$ cat src/rtl/float_to_integer_seq.sv
// float_to_integer_seq
// Iterative IEEE-754 single-precision to 32-bit two's-complement integer
// converter (truncation toward zero). The mantissa is aligned by a shift
// register that moves up to STEP bits per cycle; a start/busy/done handshake
// sequences each conversion. Flags report discarded fraction bits (p_lost)
// and NaN/Inf/out-of-range operands (invalid).
module float_to_integer_seq #(
  parameter int STEP = 1
) (
  input  logic        clk,
  input  logic        reset,
  input  logic        start,
  input  logic [31:0] a,
  output logic        busy,
  output logic        done,
  output logic [31:0] d,
  output logic        p_lost,
  output logic        invalid
);

  typedef enum logic {
    IDLE,
    SHIFT
  } state_t;

  localparam logic [4:0] STEP_W = 5'(STEP);

  state_t      state_q, state_d;
  logic [31:0] mag_q, mag_d;
  logic [4:0]  remain_q, remain_d;
  logic        left_q, left_d;
  logic        sign_q, sign_d;
  logic        sticky_q, sticky_d;
  logic        minInt_q, minInt_d;
  logic        badOp_q, badOp_d;
  logic        done_q, done_d;
  logic [31:0] res_q, res_d;
  logic        pLost_q, pLost_d;
  logic        invalid_q, invalid_d;

  logic [7:0]  expo;
  logic [31:0] mant;
  logic [4:0]  stepAmt;
  logic [31:0] lostMask;

  assign expo = a[30:23];
  assign mant = {8'd0, 1'b1, a[22:0]};

  // Next-state logic: classify the operand on acceptance, then shift the
  // magnitude toward its integer position and finally register the result.
  always_comb begin
    state_d   = state_q;
    mag_d     = mag_q;
    remain_d  = remain_q;
    left_d    = left_q;
    sign_d    = sign_q;
    sticky_d  = sticky_q;
    minInt_d  = minInt_q;
    badOp_d   = badOp_q;
    done_d    = 1'b0;
    res_d     = res_q;
    pLost_d   = pLost_q;
    invalid_d = invalid_q;

    stepAmt  = (remain_q < STEP_W) ? remain_q : STEP_W;
    lostMask = (32'd1 << stepAmt) - 32'd1;

    unique case (state_q)
      IDLE: begin
        if (start) begin
          state_d  = SHIFT;
          sign_d   = a[31];
          left_d   = 1'b0;
          minInt_d = 1'b0;
          badOp_d  = 1'b0;
          sticky_d = 1'b0;
          mag_d    = 32'd0;
          remain_d = 5'd0;
          if (expo == 8'd0) begin
            sticky_d = |a[22:0];
          end else if (expo <= 8'd126) begin
            sticky_d = 1'b1;
          end else if (expo <= 8'd149) begin
            mag_d    = mant;
            remain_d = 5'(8'd150 - expo);
          end else if (expo == 8'd150) begin
            mag_d = mant;
          end else if (expo <= 8'd157) begin
            mag_d    = mant;
            remain_d = 5'(expo - 8'd150);
            left_d   = 1'b1;
          end else if (a == 32'hCF00_0000) begin
            minInt_d = 1'b1;
          end else begin
            badOp_d = 1'b1;
          end
        end
      end
      SHIFT: begin
        if (remain_q != 5'd0) begin
          remain_d = remain_q - stepAmt;
          if (left_q) begin
            mag_d = mag_q << stepAmt;
          end else begin
            sticky_d = sticky_q | (|(mag_q & lostMask));
            mag_d    = mag_q >> stepAmt;
          end
        end else begin
          state_d = IDLE;
          done_d  = 1'b1;
          if (minInt_q || badOp_q) begin
            res_d   = 32'h8000_0000;
            pLost_d = 1'b0;
          end else begin
            res_d   = sign_q ? -mag_q : mag_q;
            pLost_d = sticky_q;
          end
          invalid_d = badOp_q;
        end
      end
    endcase
  end

  // State and datapath registers; reset aborts any conversion in flight.
  always_ff @(posedge clk) begin
    if (reset) begin
      state_q   <= IDLE;
      mag_q     <= 32'd0;
      remain_q  <= 5'd0;
      left_q    <= 1'b0;
      sign_q    <= 1'b0;
      sticky_q  <= 1'b0;
      minInt_q  <= 1'b0;
      badOp_q   <= 1'b0;
      done_q    <= 1'b0;
      res_q     <= 32'd0;
      pLost_q   <= 1'b0;
      invalid_q <= 1'b0;
    end else begin
      state_q   <= state_d;
      mag_q     <= mag_d;
      remain_q  <= remain_d;
      left_q    <= left_d;
      sign_q    <= sign_d;
      sticky_q  <= sticky_d;
      minInt_q  <= minInt_d;
      badOp_q   <= badOp_d;
      done_q    <= done_d;
      res_q     <= res_d;
      pLost_q   <= pLost_d;
      invalid_q <= invalid_d;
    end
  end

  assign busy    = (state_q == SHIFT);
  assign done    = done_q;
  assign d       = res_q;
  assign p_lost  = pLost_q;
  assign invalid = invalid_q;

endmodule

$ cat config.mk
export PLATFORM = sky130hd
export DESIGN_NAME = float_to_integer_seq
export DESIGN_NICKNAME = d
export VERILOG_FILES = /design/src/rtl/float_to_integer_seq.sv
export SDC_FILE = /design/constraint.sdc
export NUM_CORES = 1
export LEC_CHECK = 0
export CAP_MARGIN = 10
export CORE_MARGIN = 4
export CORE_UTILIZATION = 50
export DETAILED_ROUTE_END_ITERATION = 10
export MAX_ROUTING_LAYER = met4
export PLACE_DENSITY = 0.75
export SLEW_MARGIN = 10
export SYNTH_ARGS = -nofsm -noshare
export SYNTH_HDL_FRONTEND = slang
export SYNTH_SLANG_ARGS = --single-unit
$ cat constraint.sdc
create_clock -name clk -period 2.5 [get_ports clk]
set_clock_uncertainty 0.15 [all_clocks]
set_input_delay 0.375 -clock clk [delete_from_list [all_inputs] [get_ports clk]]
set_output_delay 0.375 -clock clk [all_outputs]
set_load 0.1 [all_outputs]
==> flow_metrics.env <==
export IMPL_instances_no_fill=774
export IMPL_grt_first_pass_wirelength_mm=21.34
export IMPL_hpwl_mm=9.677
export IMPL_power_leakage_nw=2.189
export IMPL_die_w_um=104.0
export IMPL_r2r_start="remain_q[3]"
export IMPL_synthCells=580
export IMPL_ys_flop_type="dfxtp_1"
export IMPL_min_path_type="flop to flop"
export IMPL_holdPathEnd="d[14]"
export IMPL_use_met1_pct=31.63
export IMPL_crit_type="primary input to flop"
export IMPL_worst_hold_slack_ns=0.3002
export IMPL_initial_core_util_pct=52.09
export IMPL_placed_area_sq_um=5540
export IMPL_hp_start="d[14]"
export IMPL_vias=4572
export IMPL_cts_resized=0
export IMPL_worstMarginPinSlew_ns=0.5607
export IMPL_clk_insertion_delay_late_ns=0.35
export IMPL_synthesis_nets=624
export IMPL_drtIter0Drc=265
export IMPL_htreeDepth=3
export IMPL_routed_via_density=5.907
export IMPL_mostFrequentLayoutCell="buf_4"
export IMPL_grt_max_degree=33
export IMPL_use_met2_pct=38.25
export IMPL_critPathRequiredTime_ns=2.60
export IMPL_grt_use_met3_pct=3.911
export IMPL_dieHeight_um=104.0
export IMPL_postRouteAntennaNets=0
export IMPL_stdcell_area_sq_um=5751
export IMPL_syn_area_sq_um=4609
export IMPL_synth_seq_cells=78
export IMPL_grt_usage_pct=24.18
export IMPL_fin_tns_setup_ns=0
export IMPL_cap_violations=0
export IMPL_ys_types=65
export IMPL_finalHoldViolations=0
export IMPL_rrSetupSlack_ns=0.27
export IMPL_rr_endpoint="sticky_q"
export IMPL_ys_async_sr_fraction_pct=0
export IMPL_start_kind="primary input"
export IMPL_port_buffers=70
export IMPL_core_area_sq_um=8848
export IMPL_finalWorstSetupSlack_ns=0.2025
export IMPL_wire_per_inst_um=16.75
export IMPL_fin_crit_sh_pct=91.90
export IMPL_io_pins=71
export IMPL_clockBufferDepth=2
export IMPL_fp_dieArea_sq_um=10820
export IMPL_clk_pin_slew_worst_paths_ns=0.08
export IMPL_grt_pass1_vias=4311
export IMPL_whs_path_depth=2
export IMPL_final_util_pct=64.99
export IMPL_syn_area_per_cell_sq_um=7.947
export IMPL_drc=0
export IMPL_outcome="finished, final reports clean"
export IMPL_clock_sinks=78
export IMPL_powerDensity_nw_per_um2=635.8
export IMPL_dr_pass1_iters=5
export IMPL_slew_violations=0
export IMPL_drive_gt1_share_pct=17.87
export IMPL_max_slew_margin_pct=62.48
export IMPL_rsz0062_at_grt="false"
export IMPL_drt_total_wl_mm=12.97
export IMPL_gp_congestion=0.9452
export IMPL_endpoint_kind="flop"
export IMPL_synth_seq_area_share_pct=33.88
export IMPL_cts_tree="yes"
export IMPL_place_ws_ns=-0.1341
export IMPL_busiest_layer="met2"
export IMPL_cts_hold_buf=0
export IMPL_layout_common_cells="88 x buf_4, 78 x dfxtp_1, 63 x nor2_1, 55 x a21oi_1, 45 x nand2_1"
export IMPL_numCtsBuffers=9
export IMPL_fin_crit_ns=2.298
export IMPL_peakVddDrop_uv=342.6
export IMPL_cts_root_buffer_cell="clkbuf_8"
export IMPL_post_cts_buffers=0
export IMPL_power_mw=3.656
export IMPL_reg2reg_depth=7
export IMPL_cp_arrival_ns=2.40
export IMPL_grt_overflow_total=0
export IMPL_critPathMaxFanout=23
export IMPL_layout_nets=707
export IMPL_antenna_found_initial=0
export IMPL_post_place_cells=760
export IMPL_setup_viol=0
export IMPL_diodes=0
export IMPL_synth_edf_count=0
export IMPL_area_delta_synth_final_pct=24.76
export IMPL_rows=34
export IMPL_fmax_mhz=435.3
export IMPL_yosys_warnings=0
where the power goes:
part	leakage (nW)	internal [mW]	switching [mW]
sequential	0.636	1.33	0.0995
combinational	1.45	0.436	0.765
clock	0.104	0.577	0.454
worst max path at each step:
| stage | startpoint | end | slack [ns] |
|---|---|---|---|
| after detailed placement | a[23] | mag_q[5] | -0.13 |
| after global placement | a[23] | remain_q[3] | -0.06 |
| after CTS | a[23] | mag_q[5] | 0.22 |
| after floorplan | busy | mag_q[6] | 0.22 |
| final | a[23] | mag_q[5] | 0.20 |
| after global routing | remain_q[3] | sticky_q | 0.02 |
kinds of logic (layout without fill, tap and decap cells):
group           after synthesis  count (layout)  share of synthesized area (%)
compound gates              165             165                          22.64
fa+ha+maj                     9               9                          2.443
mux                          31              31                          6.759
xor+xnor                     32              32                          6.080
buf+inv                      62             148                          5.782
flops                        78              78                          33.88
simple gates                203             203                          22.42
state kept, by name (all words and copies together), names as in the netlist:
signal / cells
busy: 1
d: 32
badOp_q: 1
sign_q: 1
mag_q: 32
sticky_q: 1
remain_q: 5
done: 1
left_q: 1
p_lost: 1
minInt_q: 1
invalid: 1
Yosys cell counts (4+ instances only):
| cell | count | share of area (%) |
|---|---|---|
| inv_1 | 11 | 0.90 |
| buf_2 | 12 | 1.3 |
| a22oi_1 | 8 | 1.3 |
| clkbuf_1 | 33 | 2.7 |
| nand2_1 | 45 | 3.7 |
| o21ai_1 | 9 | 0.98 |
| xnor2_1 | 4 | 0.76 |
| xor2_1 | 28 | 5.3 |
| a31oi_1 | 8 | 1.1 |
| dfxtp_1 | 78 | 34 |
| ha_1 | 9 | 2.4 |
| o41ai_1 | 7 | 1.3 |
| nand2b_1 | 5 | 0.68 |
| o31ai_1 | 9 | 1.5 |
| a21oi_1 | 55 | 6.0 |
| nand3_1 | 15 | 1.6 |
| nor3_1 | 28 | 3.0 |
| nand4_1 | 5 | 0.68 |
| nor4_1 | 12 | 1.6 |
| a21boi_0 | 4 | 0.65 |
| nor3b_1 | 4 | 0.65 |
| o21ai_0 | 35 | 3.8 |
| nor2_1 | 63 | 5.1 |
| mux2i_1 | 30 | 6.5 |
final cells by class:
class,count,area [sq um]
fill,778,3098
multi-input combinational,440,2781
sequential,78,1562
timing repair buffer,123,1021
clock buffer,10,137.6
tap,108,135.1
clock inverter,4,72.57
inverter,11,41.29
critical path: stages:
cell and delay (ns):
clkdlybuf4s50_1 0.48, inv_1 0.08, ha_1 0.22, and4b_1 0.24
a41oi_1 0.18, nor3_2 0.26, buf_12 0.20, a21oi_1 0.08
a211oi_1 0.27
metal layers:
metal	vias up	share of wire, %
met3	18	5.7
met5	-	0
met2	160	47
li1	2255	-
met1	2139	46
met4	0	1.4
Power figures use the tool's default switching activity.
